[config.mk]
export PLATFORM = sky130hd
export DESIGN_NAME = hub75_fb_arbiter_flat
export DESIGN_NICKNAME = d
export VERILOG_FILES = /design/src/rtl/hub75_fb_pkg.sv /design/src/rtl/hub75_fb_arbiter_if.sv /design/src/rtl/hub75_rr_pick.sv /design/src/rtl/hub75_fb_arbiter.sv /design/src/flat_wrapper.sv
export SDC_FILE = /design/constraint.sdc
export NUM_CORES = 1
export LEC_CHECK = 0
export CAP_MARGIN = 20
export CORE_UTILIZATION = 36
export CTS_CLUSTER_SIZE = 12
export DETAILED_ROUTE_END_ITERATION = 8
export HOLD_SLACK_MARGIN = 0.1
export MAX_ROUTING_LAYER = met4
export PLACE_DENSITY = 0.88
export SYNTH_ARGS = -nofsm -noshare
export SYNTH_HDL_FRONTEND = slang
export SYNTH_SLANG_ARGS = --single-unit
[constraint.sdc]
create_clock -name clk -period 3.7 [get_ports clk]
set_input_delay 0.74 -clock clk [delete_from_list [all_inputs] [get_ports clk]]
set_output_delay 0.74 -clock clk [all_outputs]
set_load 0.01 [all_outputs]
[src/rtl/hub75_fb_pkg.sv]
// Shared constants, FSM encoding and bus payload type for the HUB75 frame-buffer arbiter.
package hub75_fb_pkg;

  localparam int unsigned FB_ADDR_W = 13;
  localparam int unsigned FB_DATA_W = 16;

  typedef enum logic [1:0] {
    ST_IDLE  = 2'd0,
    ST_GRANT = 2'd1,
    ST_BUSY  = 2'd2,
    ST_GAP   = 2'd3
  } arb_state_t;

  typedef struct packed {
    logic [FB_ADDR_W-1:0] addr;
    logic [FB_DATA_W-1:0] wdata;
    logic                 wren;
    logic                 rden;
  } fb_cmd_t;

  // $clog2 that never returns less than one bit.
  function automatic int unsigned clog2_min1(input int unsigned n);
    return (n > 1) ? $clog2(n) : 1;
  endfunction

endpackage

[src/rtl/hub75_fb_arbiter_if.sv]
// Requester-side handshake, shared frame-buffer command bus and arbiter status.
interface hub75_fb_arbiter_if
  import hub75_fb_pkg::*;
#(
  parameter int unsigned N_REQ     = 2,
  parameter int unsigned LOG_N_REQ = clog2_min1(N_REQ)
) ();

  logic [N_REQ-1:0]           ctrl_req;
  logic [N_REQ-1:0]           ctrl_gnt;
  logic [N_REQ-1:0]           ctrl_rel;
  logic [N_REQ*FB_ADDR_W-1:0] req_addr;
  logic [N_REQ*FB_DATA_W-1:0] req_wdata;
  logic [N_REQ-1:0]           req_wren;
  logic [N_REQ-1:0]           req_rden;
  logic [FB_ADDR_W-1:0]       fb_addr;
  logic [FB_DATA_W-1:0]       fb_wdata;
  logic                       fb_wren;
  logic                       fb_rden;
  logic [LOG_N_REQ-1:0]       owner;
  logic                       busy;
  logic                       err_timeout;

  modport master (
    output ctrl_req, ctrl_rel, req_addr, req_wdata, req_wren, req_rden,
    input  ctrl_gnt, fb_addr, fb_wdata, fb_wren, fb_rden, owner, busy, err_timeout
  );

  modport slave (
    input  ctrl_req, ctrl_rel, req_addr, req_wdata, req_wren, req_rden,
    output ctrl_gnt, fb_addr, fb_wdata, fb_wren, fb_rden, owner, busy, err_timeout
  );

endinterface

[src/rtl/hub75_rr_pick.sv]
// Round-robin picker: first requester at or after (last+1) mod N_REQ, wrapping.
module hub75_rr_pick
  import hub75_fb_pkg::*;
#(
  parameter int unsigned N_REQ     = 2,
  parameter int unsigned LOG_N_REQ = clog2_min1(N_REQ)
) (
  input  logic [N_REQ-1:0]     i_req,
  input  logic [LOG_N_REQ-1:0] i_last,
  output logic                 o_valid_c,
  output logic [LOG_N_REQ-1:0] o_winner_c
);

  int unsigned          w_base;
  logic [2*N_REQ-1:0]   w_dbl;
  logic [N_REQ-1:0]     w_rot;

  // Rotate so bit 0 is the highest-priority candidate, then take the first set bit.
  always_comb begin
    w_base     = (32'(i_last) + 32'd1) % N_REQ;
    w_dbl      = {i_req, i_req} >> w_base;
    w_rot      = w_dbl[N_REQ-1:0];
    o_valid_c  = 1'b0;
    o_winner_c = '0;
    for (int unsigned i = 0; i < N_REQ; i++) begin
      if (!o_valid_c && w_rot[i]) begin
        o_valid_c  = 1'b1;
        o_winner_c = LOG_N_REQ'((w_base + i) % N_REQ);
      end
    end
  end

endmodule

[src/rtl/hub75_fb_arbiter.sv]
// Frame-buffer access arbiter: round-robin ownership with hold timeout and an owner-selected command mux.
module hub75_fb_arbiter
  import hub75_fb_pkg::*;
#(
  parameter int unsigned N_REQ     = 2,
  parameter int unsigned MAX_HOLD  = 1024,
  parameter int unsigned LOG_N_REQ = clog2_min1(N_REQ)
) (
  input  logic              clk,
  input  logic              rst_n,
  hub75_fb_arbiter_if.slave bus
);

  localparam int unsigned       HOLD_W    = clog2_min1(MAX_HOLD);
  localparam logic [HOLD_W-1:0] HOLD_LAST = HOLD_W'(MAX_HOLD - 1);

  arb_state_t           r_state;
  arb_state_t           w_next;
  logic [LOG_N_REQ-1:0] r_owner;
  logic [HOLD_W-1:0]    r_hold;
  logic [N_REQ-1:0]     r_gnt;
  logic                 r_busy;
  logic                 r_err;

  logic                 w_pick_valid;
  logic [LOG_N_REQ-1:0] w_pick_idx;
  logic                 w_rel;
  logic                 w_timeout;
  logic                 w_set_err;
  fb_cmd_t              w_cmd;

  logic [FB_ADDR_W-1:0] w_addr  [N_REQ];
  logic [FB_DATA_W-1:0] w_wdata [N_REQ];

  for (genvar gi = 0; gi < N_REQ; gi++) begin : g_unpack
    assign w_addr[gi]  = bus.req_addr[gi*FB_ADDR_W +: FB_ADDR_W];
    assign w_wdata[gi] = bus.req_wdata[gi*FB_DATA_W +: FB_DATA_W];
  end

  hub75_rr_pick #(
    .N_REQ     (N_REQ),
    .LOG_N_REQ (LOG_N_REQ)
  ) u_pick (
    .i_req      (bus.ctrl_req),
    .i_last     (r_owner),
    .o_valid_c  (w_pick_valid),
    .o_winner_c (w_pick_idx)
  );

  always_ff @(posedge clk or negedge rst_n) begin
    if (!rst_n) r_state <= ST_IDLE;
    else        r_state <= w_next;
  end

  // Next state; a release coinciding with the timeout counts as a normal release.
  always_comb begin
    w_next    = r_state;
    w_rel     = 1'b0;
    w_timeout = 1'b0;
    w_set_err = 1'b0;
    unique case (r_state)
      ST_IDLE:  if (w_pick_valid) w_next = ST_GRANT;
      ST_GRANT: w_next = ST_BUSY;
      ST_BUSY: begin
        w_rel     = bus.ctrl_rel[r_owner];
        w_timeout = (r_hold == HOLD_LAST);
        w_set_err = w_timeout && !w_rel;
        if (w_rel || w_timeout) w_next = ST_GAP;
      end
      ST_GAP:   w_next = ST_IDLE;
      default:  w_next = ST_IDLE;
    endcase
  end

  always_ff @(posedge clk or negedge rst_n) begin
    if (!rst_n) begin
      r_owner <= LOG_N_REQ'(N_REQ - 1);
      r_hold  <= '0;
      r_gnt   <= '0;
      r_busy  <= 1'b0;
      r_err   <= 1'b0;
    end else begin
      if (r_state == ST_IDLE && w_pick_valid) r_owner <= w_pick_idx;
      if (w_next == ST_GRANT)                         r_hold <= '0;
      else if (r_state == ST_BUSY && r_hold != '1)    r_hold <= r_hold + HOLD_W'(1);
      r_gnt  <= (w_next == ST_GRANT) ? (N_REQ'(1) << w_pick_idx) : '0;
      r_busy <= (w_next != ST_IDLE);
      if (w_set_err) r_err <= 1'b1;
    end
  end

  // Owner's command passes straight through while owned, including the GAP cycle.
  always_comb begin
    w_cmd = '0;
    if (r_state != ST_IDLE) begin
      w_cmd.addr  = w_addr[r_owner];
      w_cmd.wdata = w_wdata[r_owner];
      w_cmd.wren  = bus.req_wren[r_owner];
      w_cmd.rden  = bus.req_rden[r_owner];
    end
  end

  assign bus.fb_addr     = w_cmd.addr;
  assign bus.fb_wdata    = w_cmd.wdata;
  assign bus.fb_wren     = w_cmd.wren;
  assign bus.fb_rden     = w_cmd.rden;
  assign bus.ctrl_gnt    = r_gnt;
  assign bus.owner       = r_owner;
  assign bus.busy        = r_busy;
  assign bus.err_timeout = r_err;

endmodule

[src/flat_wrapper.sv]
// flat-port wrapper written by rule: the top's interface ports become plain ports
module hub75_fb_arbiter_flat import hub75_fb_pkg::*;
#(
  parameter int unsigned N_REQ     = 2,
  parameter int unsigned MAX_HOLD  = 1024,
  parameter int unsigned LOG_N_REQ = clog2_min1(N_REQ)
)
  (clk, rst_n, bus_ctrl_req, bus_ctrl_rel, bus_req_addr, bus_req_wdata, bus_req_wren, bus_req_rden, bus_ctrl_gnt, bus_fb_addr, bus_fb_wdata, bus_fb_wren, bus_fb_rden, bus_owner, bus_busy, bus_err_timeout);
  hub75_fb_arbiter_if #(.N_REQ(N_REQ), .LOG_N_REQ(LOG_N_REQ)) bus_i ();
  input  logic clk;
  input  logic rst_n;
  input wire logic [$bits(bus_i.ctrl_req)-1:0] bus_ctrl_req;
  input wire logic [$bits(bus_i.ctrl_rel)-1:0] bus_ctrl_rel;
  input wire logic [$bits(bus_i.req_addr)-1:0] bus_req_addr;
  input wire logic [$bits(bus_i.req_wdata)-1:0] bus_req_wdata;
  input wire logic [$bits(bus_i.req_wren)-1:0] bus_req_wren;
  input wire logic [$bits(bus_i.req_rden)-1:0] bus_req_rden;
  output wire logic [$bits(bus_i.ctrl_gnt)-1:0] bus_ctrl_gnt;
  output wire logic [$bits(bus_i.fb_addr)-1:0] bus_fb_addr;
  output wire logic [$bits(bus_i.fb_wdata)-1:0] bus_fb_wdata;
  output wire logic [$bits(bus_i.fb_wren)-1:0] bus_fb_wren;
  output wire logic [$bits(bus_i.fb_rden)-1:0] bus_fb_rden;
  output wire logic [$bits(bus_i.owner)-1:0] bus_owner;
  output wire logic [$bits(bus_i.busy)-1:0] bus_busy;
  output wire logic [$bits(bus_i.err_timeout)-1:0] bus_err_timeout;
  assign bus_i.ctrl_req = bus_ctrl_req;
  assign bus_i.ctrl_rel = bus_ctrl_rel;
  assign bus_i.req_addr = bus_req_addr;
  assign bus_i.req_wdata = bus_req_wdata;
  assign bus_i.req_wren = bus_req_wren;
  assign bus_i.req_rden = bus_req_rden;
  assign bus_ctrl_gnt = bus_i.ctrl_gnt;
  assign bus_fb_addr = bus_i.fb_addr;
  assign bus_fb_wdata = bus_i.fb_wdata;
  assign bus_fb_wren = bus_i.fb_wren;
  assign bus_fb_rden = bus_i.fb_rden;
  assign bus_owner = bus_i.owner;
  assign bus_busy = bus_i.busy;
  assign bus_err_timeout = bus_i.err_timeout;
  hub75_fb_arbiter #(.N_REQ(N_REQ), .MAX_HOLD(MAX_HOLD), .LOG_N_REQ(LOG_N_REQ)) u_core (.clk(clk), .rst_n(rst_n), .bus(bus_i));
endmodule
# Word level (Yosys, flattened, before mapping)
# Index checks and enable logic that the tools add are counted.
dict set report word_totals {
  ff_bits 17
  input_bits 68
  out_inout_bits 36
  wordCells 55
}
dict set report op_classes {
  addsub 3
  magnitude_cmp 2
  eq_ne 6
  shifts 2
  n_mux 24
  bitwise_logic 1
  reduce_logical 11
}
# op count
set op_table {}
lappend op_table {{2-to-1 mux 16 bit} 3}
lappend op_table {{2-to-1 mux 13 bit} 3}
lappend op_table {{2-to-1 mux 31 bit} 1}
lappend op_table {{2-to-1 mux 10 bit} 2}
lappend op_table {{2-to-1 mux 1 bit} 11}
lappend op_table {{adder 10 x 1 -> 10 bit, second input constant} 1}
lappend op_table {{== test 10 bit, second input constant} 1}
lappend op_table {{inequality test 10 bit, second input constant} 1}
lappend op_table {{one-hot mux 2 bit (4 select lines)} 1}
lappend op_table {{2-to-1 mux 2 bit} 3}
lappend op_table {{nonzero test 2 bit} 3}
lappend op_table {{== test 2 x 1 -> 1 bit, second input constant} 2}
lappend op_table {{== test 2 bit, second input constant} 2}
lappend op_table {{logical AND 1 bit} 4}
lappend op_table {{right shift 4 x 1 -> 2 bit} 1}
lappend op_table {{adder 1 bit, second input constant} 2}
lappend op_table {{greater-or-equal comparator 2 bit, second input constant} 1}
lappend op_table {{logical NOT 1 bit} 2}
lappend op_table {{logical NOT 2 bit} 1}
lappend op_table {{less-than comparator 1 x 2 -> 1 bit, second input constant} 1}
lappend op_table {{inverter 1 -> 2 bit} 1}
lappend op_table {{<< shifter 1 x 1 -> 2 bit, first input constant} 1}
lappend op_table {{logical OR 1 bit} 1}

# Depth between registers and ports, before layout
# Gate-level depths: netlist of the first run.
dict set report depth {
  ltp_word 10
  ltp_mapped 8
  ltp_nobuf 6
}

# Hierarchy
# Synthesis of the first run repeated with hierarchy kept, for this count alone.
dict set report unflattened {
  hier_cells 155
  area_unflattened_um2 1408.9
}
# mod instances cells_per_inst area_each_um2 seq_area_each_um2
set by_module_without_submodules {}
lappend by_module_without_submodules {hub75_fb_arbiter 1 153 1395.1 426.7}
lappend by_module_without_submodules {hub75_rr_pick 1 2 13.8 0.0}

# Worst setup path before layout of the first run
# OpenSTA, ideal clock, no wires.
dict set report synth_timing {
  path_kind {reg-to-output}
  from {register u_core.r_owner, in the netlist u_core.bus.owner}
  to {output port bus_fb_addr[0]}
  t_arrival_ns 1.277
  t_required_ns 2.960
  slack_ns 1.683
  stages_incl_launch_ff 5
  path_buffers 2
  path_cell_list {dfstp_2 buf_2 buf_2 mux2i_1 nor2_1}
}
dict set report synth_between {
  elab_chain_len 5
}
# item line
set synth_lines {}
lappend synth_lines {{from (decl)} hub75_fb_arbiter.sv:19} ;# logic [LOG_N_REQ-1:0] r_owner;
lappend synth_lines {{from (signal assigned)} hub75_fb_arbiter.sv:77} ;# r_owner <= LOG_N_REQ'(N_REQ - 1);
lappend synth_lines {{from (signal assigned)} hub75_fb_arbiter.sv:83} ;# if (r_state == ST_IDLE && w_pick_valid) r_owner <= w_pick_idx;
lappend synth_lines {{inverter 1 -> 2 bit (implied by the code)} hub75_fb_arbiter.sv:96} ;# w_cmd.addr = w_addr[r_owner];
lappend synth_lines {{2-to-1 mux 13 bit (implied by the code) (3 in a row)} hub75_fb_arbiter.sv:96}
lappend synth_lines {{2-to-1 mux 31 bit} hub75_fb_arbiter.sv:95} ;# if (r_state != ST_IDLE) begin
lappend synth_lines {{to (decl)} flat_wrapper.sv:19} ;# output wire logic [$bits(bus_i.fb_addr)-1:0] bus_fb_addr;
# Every way passes these cells. The select of a mux whose other input is x is not followed.

# Worst setup path after layout of the first run
dict set report layout_timing {
  from {register u_core.r_owner, in the netlist u_core.bus.owner}
  to {output port bus_fb_addr[4]}
}
# Same word-level chain as after synthesis.

==> results of run 1 <==
## area by class of cell
cell class	instances	area, µm²
Timing Repair Buffer	106	1070
Fill cell	266	992
Multi-Input combinational cell	120	843
Sequential cell	17	427
Tap cell	46	57.6
Clock buffer	4	45.0
Inverter	3	11.3
## cells by family (layout without fill, tap and decap cells)
logic type               after synthesis  after routing  synth area share, %
adder cells (fa/ha/maj)                3              3                 2.82
flip-flops                            17             17                 32.0
AND/OR/NAND/NOR                       59             59                 22.5
XOR/XNOR                               2              2                 1.31
AO/OA/AOI/OAI                         23             23                 11.8
multiplexers                          33             33                 24.8
buffers and inverters                 13            113                 4.69
## critical path: stages, from the launching register on
cell and delay (ps):
dfstp_2 900, buf_12 250, mux2i_1 210, nor2_1 60, clkdlybuf4s50_1 490
## through the flow
stage | std cells | area (µm²) | setup slack, ps
floorplan | 150 | 1330 | 1680
global placement | 292 | 2400 | 1030
detailed placement | 292 | 2400 | 1010
CTS | 296 | 2450 | 790
global route | 296 | 2450 | 696
finish | 296 | 2450 | 804
## per-layer routing
metal / vias up / part of all wire [%] / routed length (µm)
met3: 8 / 4.8 / 193
met1: 678 / 40 / 1610
met4: 0 / 1.9 / 76
met5: - / 0 / 0
li1: 728 / - / -
met2: 62 / 53 / 2100
## power groups by stage
stage | clock network, mW | registers [mW] | logic (mW)
final | 0.137 | 0.310 | 1.08
after global placement | 0 | 0.314 | 1.08
after global routing | 0.148 | 0.318 | 1.17
after CTS | 0.142 | 0.311 | 1.10
after detailed placement | 0 | 0.313 | 1.09
after floorplan | 0 | 0.269 | 0.603
## sequential cells by signal, indices dropped and copies added (netlist names)
signal	count
u_core.bus.err_timeout	1
u_core.r_state	2
u_core.bus.owner	1
u_core.r_hold	10
u_core.bus.busy	1
u_core.bus.ctrl_gnt	2
## synthesized netlist by cell type (all sizes together) (2+ instances only)
master	count
clkbuf	4
and4	2
ha	3
a31oi	2
xor2	2
mux2i	33
o311ai	2
nand2	4
and3	3
nor3b	3
inv	3
dfrtp	16
o21ai	5
or3	3
nand3	5
buf	6
nor2	37
a21oi	7
## final timing paths
kind	startpoint	end	slack, ps	depth (start not counted)
min in group asynchronous	rst_n	u_core.r_hold[9]	920	1
min	u_core.bus.err_timeout	u_core.bus.err_timeout	500	1
min reg2reg	u_core.bus.err_timeout	u_core.bus.err_timeout	500	1
max	u_core.bus.owner	bus_fb_addr[4]	800	4
max reg2reg	u_core.bus.owner	u_core.bus.ctrl_gnt[1]	1620	4
max in group asynchronous	rst_n	u_core.r_state[1]	2320	1
==> results by group, run 1 <==
Floorplanning
  • CORE AREA: approximately 3400 µm²
  • Die X: between 60 and 70 µm
  • Row count: 21
  • Die height: about 63 µm
  • Initial Utilization: between 30% and 40%
  • Die area: 3950 µm²
  • IO Pins: ~100

Pwr
  • Total Power: ~1.5 mW
  • Clk pwr share: about 9.0%
  • Psw: around 0.61 mW
  • Logic pwr share: 70.8%
  • Power share of the sequential group: 20.3%
  • Pwr Density: 625 nW/µm²
  • P_int: 0.922 mW
  • Sw frac: roughly 40%
  • Worst VDD drop: 0.000424 V
  • Leak: 1.09 nW

Global route
  • Grt ovf: 0
  • Initial antenna violation count: 0
  • Overall Global Routing Usage: 21.2%
  • Met2 GRT Util: 38.7%
  • Largest net degree at the start of global routing: 21
  • Grt met3 use: under 10%
  • Vias in the first global route: 1525
  • Busiest metal layer after global routing: met2
  • Grt met1 use: between 20% and 30%
  • Global-route wire length before repair: 6520 µm

Yosys
  • Ys Warns: 0
  • Mean post-synth cell area: ~9 µm²
  • Synth top area cells: dfrtp_1, mux2i_1, nor2_1
  • Mapped Nets: around 220
  • Top FF cell, synth: dfrtp_1
  • Cell Area, Synth: 1330 µm²
  • EDFF count, synth: 0
  • Yosys reg bits: 17
  • Post-synthesis sequential area ratio: about a third
  • Synth cell types: 31
  • Synthesized instance count: 150
  • Top cell type's share of synthesized area: approximately 30%
  • Fraction of registers with async set/reset: 100%
  • Yosys top cell by area: dfrtp_1

Detailed routing
  • Vias per std cell: about 5
  • Final ANT Viol Nets: 0
  • WL/cell: ~13 µm
  • DRC: 0
  • Final wirelength: about 4000 µm
  • Drt first pass iters: 4
  • DR vias: 1476
  • Iteration-0 DRC Markers: 54

Worst setup path
  • Worst Setup End Kind: primary output
  • Critical Path Source Type: register
  • WP data arrival: around 2200 ps
  • WS Path Type: reg -> out
  • WP data required: approximately 3000 ps
  • Crit path max fanout: 20

Clocking
  • H-tree depth: 1
  • Number of CTS-inserted buffers: 3
  • Post_cts resized: 0
  • Root buffer cell: clkbuf_8
  • Worst-path clk slew: approximately 60 ps
  • Cts hold-fix bufs: 0
  • Maximum clock path buffer count: 2
  • Worst skew pair latency: between 200 and 300 ps
  • CTS tree: yes
  • Total clock sinks: 17
  • Post-CTS setup buffers: 0

Placement
  • Port buffer count: 103
  • Post-DP HPWL: roughly 3200 µm
  • GP Congestion: roughly 0.80

Layout
  • Antenna fix cells: 0
  • Fraction of layout instances using a drive strength above 1: approximately 5.6%
  • Most frequent cells in the layout: clkdlybuf4s50_1, nor2_1, mux2i_1
  • Most common cell after layout, fill and taps aside: clkdlybuf4s50_1
  • Fin nets: approximately 320
  • Area growth, synth to finish: 83.8%
  • Post-layout util: 71.2%

Timing
  • Fmax: ~350 MHz
  • Setup violations, final: 0
  • Final period util: 78.3%
  • Slew margin rel.: roughly half
  • Min Hold Slack: around 500 ps
  • Worst-margin pin slew: 729 ps
  • RSZ-0062 raised after global routing: no
  • Clk_skew: 3.54 ps
  • Min cycle time layout: about 2900 ps
  • Slew Limit Fails: 0
  • Final Hold Fails: 0
  • TNS Setup: 0 ps

Run status
  • Status: finished, final reports clean

Run
  • Max-cap violations: 0

Hold path
  • Min-Delay Path Class: reg -> reg
Note: power is estimated with default switching activity, not from simulation.
==> run 2, diff against run 1 <==
--- a/config.mk
+++ b/config.mk
@@ -6,12 +6,12 @@
 export NUM_CORES = 1
 export LEC_CHECK = 0
 export CAP_MARGIN = 20
-export CORE_UTILIZATION = 36
+export CORE_UTILIZATION = 33
 export CTS_CLUSTER_SIZE = 12
 export DETAILED_ROUTE_END_ITERATION = 8
 export HOLD_SLACK_MARGIN = 0.1
 export MAX_ROUTING_LAYER = met4
-export PLACE_DENSITY = 0.88
+export PLACE_DENSITY = 0.82
 export SYNTH_ARGS = -nofsm -noshare
 export SYNTH_HDL_FRONTEND = slang
 export SYNTH_SLANG_ARGS = --single-unit
==> constraint.sdc (replaced) <==
create_clock -name clk -period 2.9 [get_ports clk]
set_input_delay 0.58 -clock clk [delete_from_list [all_inputs] [get_ports clk]]
set_output_delay 0.58 -clock clk [all_outputs]
set_load 0.01 [all_outputs]
==> run 2 against run 1 <==
  * Sequential share of layout area barely moved
  * Final cell count rose by 0.68%
  * First-iteration DRC count rose by 39%
  * Register-to-register slack got worse by 800 ps
  * Global-route usage fell by 1.2 points
  * Critical path type unchanged
  * Critical endpoint is now bus_fb_wdata[6]
==> results by group, run 2 (synthesized netlist as in run 1, its figures left out) <==
Global route
  • Largest net degree at the start of global routing: 37 (was 21)
  • Grt ovf: 0 (unchanged)
  • Global-route wire length before repair: 6370 µm (was 6520 µm)
  • Overall Global Routing Usage: 19.9% (was 21.2%)
  • Initial antenna violation count: 0 (unchanged)
  • Vias in the first global route: 1420 (was 1525)

Layout
  • Most common cell after layout, fill and taps aside: clkdlybuf4s50_1 (unchanged)
  • Fraction of layout instances using a drive strength above 1: 5.60% (unchanged)
  • Area growth, synth to finish: 84.0% (was 83.8%)
  • Fin nets: 322 (unchanged)
  • Fin area: 2450 µm² (about the same)
  • Footprint of the multi-input gates: 843 µm² (unchanged)
  • Reg with most FFs: u_core.r_hold (unchanged)
  • Most frequent cells in the layout: clkdlybuf4s50_1, nor2_1, mux2i_1 (unchanged)
  • Fillers: 320 (was 266)
  • Post-layout util: 65.0% (was 71.2%)
  • Max reg flops: 10 (unchanged)
  • Sequential cell area: 427 µm² (unchanged)
  • Antenna fix cells: 0 (unchanged)

Clocking
  • Worst-path clk slew: 60 ps (about the same)
  • Post_cts resized: 0 (unchanged)
  • Maximum clock path buffer count: 2 (unchanged)
  • CTS tree: yes (unchanged)
  • Worst skew pair latency: 250 ps (about the same)
  • Post-CTS setup buffers: 0 (unchanged)
  • Root buffer cell: clkbuf_8 (unchanged)
  • Total clock sinks: 17 (unchanged)
  • Number of CTS-inserted buffers: 3 (unchanged)
  • H-tree depth: 1 (unchanged)
  • Cts hold-fix bufs: 0 (unchanged)

Pwr
  • Leak: 1.09 nW (about the same)
  • Sw frac: 39.7% (was 39.8%)
  • Pwr Density: 793 nW/µm² (was 625 nW/µm²)
  • Logic pwr share: 73.7% (was 70.8%)
  • P_int: 1.17 mW (was 0.922 mW)
  • Worst VDD drop: 0.000445 V (was 0.000424 V)
  • Power share of the sequential group: 17.4% (was 20.3%)
  • Psw: 0.773 mW (was 0.609 mW)
  • Clk pwr share: 9.0% (about the same)

Placement
  • GP Congestion: 0.761 (was 0.799)
  • Port buffer count: 103 (unchanged)
  • Post-DP HPWL: 3240 µm (was 3220 µm)
  • Area of placed instances: 2410 µm² (was 2400 µm²)

Timing
  • Slew Limit Fails: 0 (unchanged)
  • Slew margin rel.: 50.2% (was 51.2%)
  • Worst-margin pin slew: 745 ps (was 729 ps)
  • RSZ-0062 raised after global routing: no (unchanged)
  • Clk_skew: 0.766 ps (was 3.54 ps)
  • Final period util: about 85%
  • Setup violations, final: 0 (unchanged)
  • Min cycle time layout: between 2000 and 2500 ps
  • Fmax: between 400 and 500 MHz
  • TNS Setup: 0 ps (unchanged)
  • Final Hold Fails: 0 (unchanged)
  • Min Hold Slack: 475 ps (was 499 ps)

Detailed routing
  • WL/cell: 13.7 µm (was 13.5 µm)
  • Iteration-0 DRC Markers: 75 (was 54)
  • DR vias: 1453 (was 1476)
  • Vias per std cell: 4.88 (was 4.99)
  • DRC: 0 (unchanged)
  • Drt first pass iters: 4 (unchanged)
  • Final wirelength: 4070 µm (was 3980 µm)
  • Final ANT Viol Nets: 0 (unchanged)

Worst setup path
  • Crit path max fanout: 36 (was 20)
  • WP data required: 2320 ps (was 2960 ps)
  • WS Path Type: reg -> out (unchanged)
  • Worst Setup End Kind: primary output (unchanged)
  • WP data arrival: 1900 ps (was 2160 ps)
  • Critical Path Source Type: register (unchanged)

Run status
  • Status: finished, final reports clean (unchanged)

Floorplanning
  • Die X: 65.5 µm (was 62.8 µm)
  • Row count: 22 (was 21)
  • CORE AREA: 3770 µm² (was 3440 µm²)
  • Die area: 4300 µm² (was 3950 µm²)
  • Die height: 65.5 µm (was 62.8 µm)
  • Initial Utilization: 35.3% (was 38.7%)
  • IO Pins: 104 (unchanged)

Hold path
  • Min-Delay Path Class: reg -> reg (unchanged)

Run
  • Max-cap violations: 0 (unchanged)
[run 2: cell counts in the layout (fill, tap and decap cells not counted)]
Identical to the previous run, type by type.
[run 2: layout make-up]
cell class / count / area share [%]
well taps: 48 / 2.45
flip-flops and latches: 17 / 17.4
multi-input cells: 120 / 34.4
clock buffers: 4 / 1.84
inverters: 3 / 0.459
repair buffers: 106 / 43.5
[run 2: metrics by stage]
stage          total power [mW]  std cells  worst slack (ps)
6_report                   1.94        298               422
5_1_grt                    2.08        298               323
4_1_cts                    1.97        298               421
3_5_place_dp               1.78        294               516
3_3_place_gp               1.78        294               518
2_1_floorplan              1.11        150              1040
[run 2: per-layer routing]
| metal | global-route usage, % | wire length, µm | vias up | share of wire, % |
|---|---|---|---|---|
| li1 | - | - | 732 | - |
| met1 | 24.8 | 1810 | 655 | 44 |
| met2 | 32.2 | 1940 | 60 | 48 |
| met3 | 3.82 | 264 | 6 | 6.5 |
| met4 | 6.79 | 65 | 0 | 1.6 |
| met5 | - | 0 | - | 0 |
[run 2: path summary, 6_finish.rpt]
check,start,endpoint,slack (ps),cells past startpoint
hold reg to reg,u_core.bus.err_timeout,u_core.bus.err_timeout,480,1
setup / recovery,u_core.r_state[0],bus_fb_wdata[6],420,5
hold / removal,u_core.bus.err_timeout,u_core.bus.err_timeout,480,1
setup reg to reg,u_core.r_state[0],u_core.bus.ctrl_gnt[1],820,7
max in group asynchronous,rst_n,u_core.r_hold[6],1660,1
min in group asynchronous,rst_n,u_core.bus.ctrl_gnt[0],770,1
[run 2: power groups by stage]
stage,sequential (mW),clock (mW),combinational (mW)
detailed placement,0.342,0,1.44
CTS,0.338,0.178,1.45
global placement,0.340,0,1.44
finish,0.337,0.174,1.43
global route,0.344,0.192,1.55
floorplan,0.343,0,0.769
[run 2: critical path, cell delays in order (launching register included)]
cell,delay (ps)
dfrtp_1,380
inv_1,90
ha_1,200
buf_4,240
nor2_1,170
clkdlybuf4s50_1,560
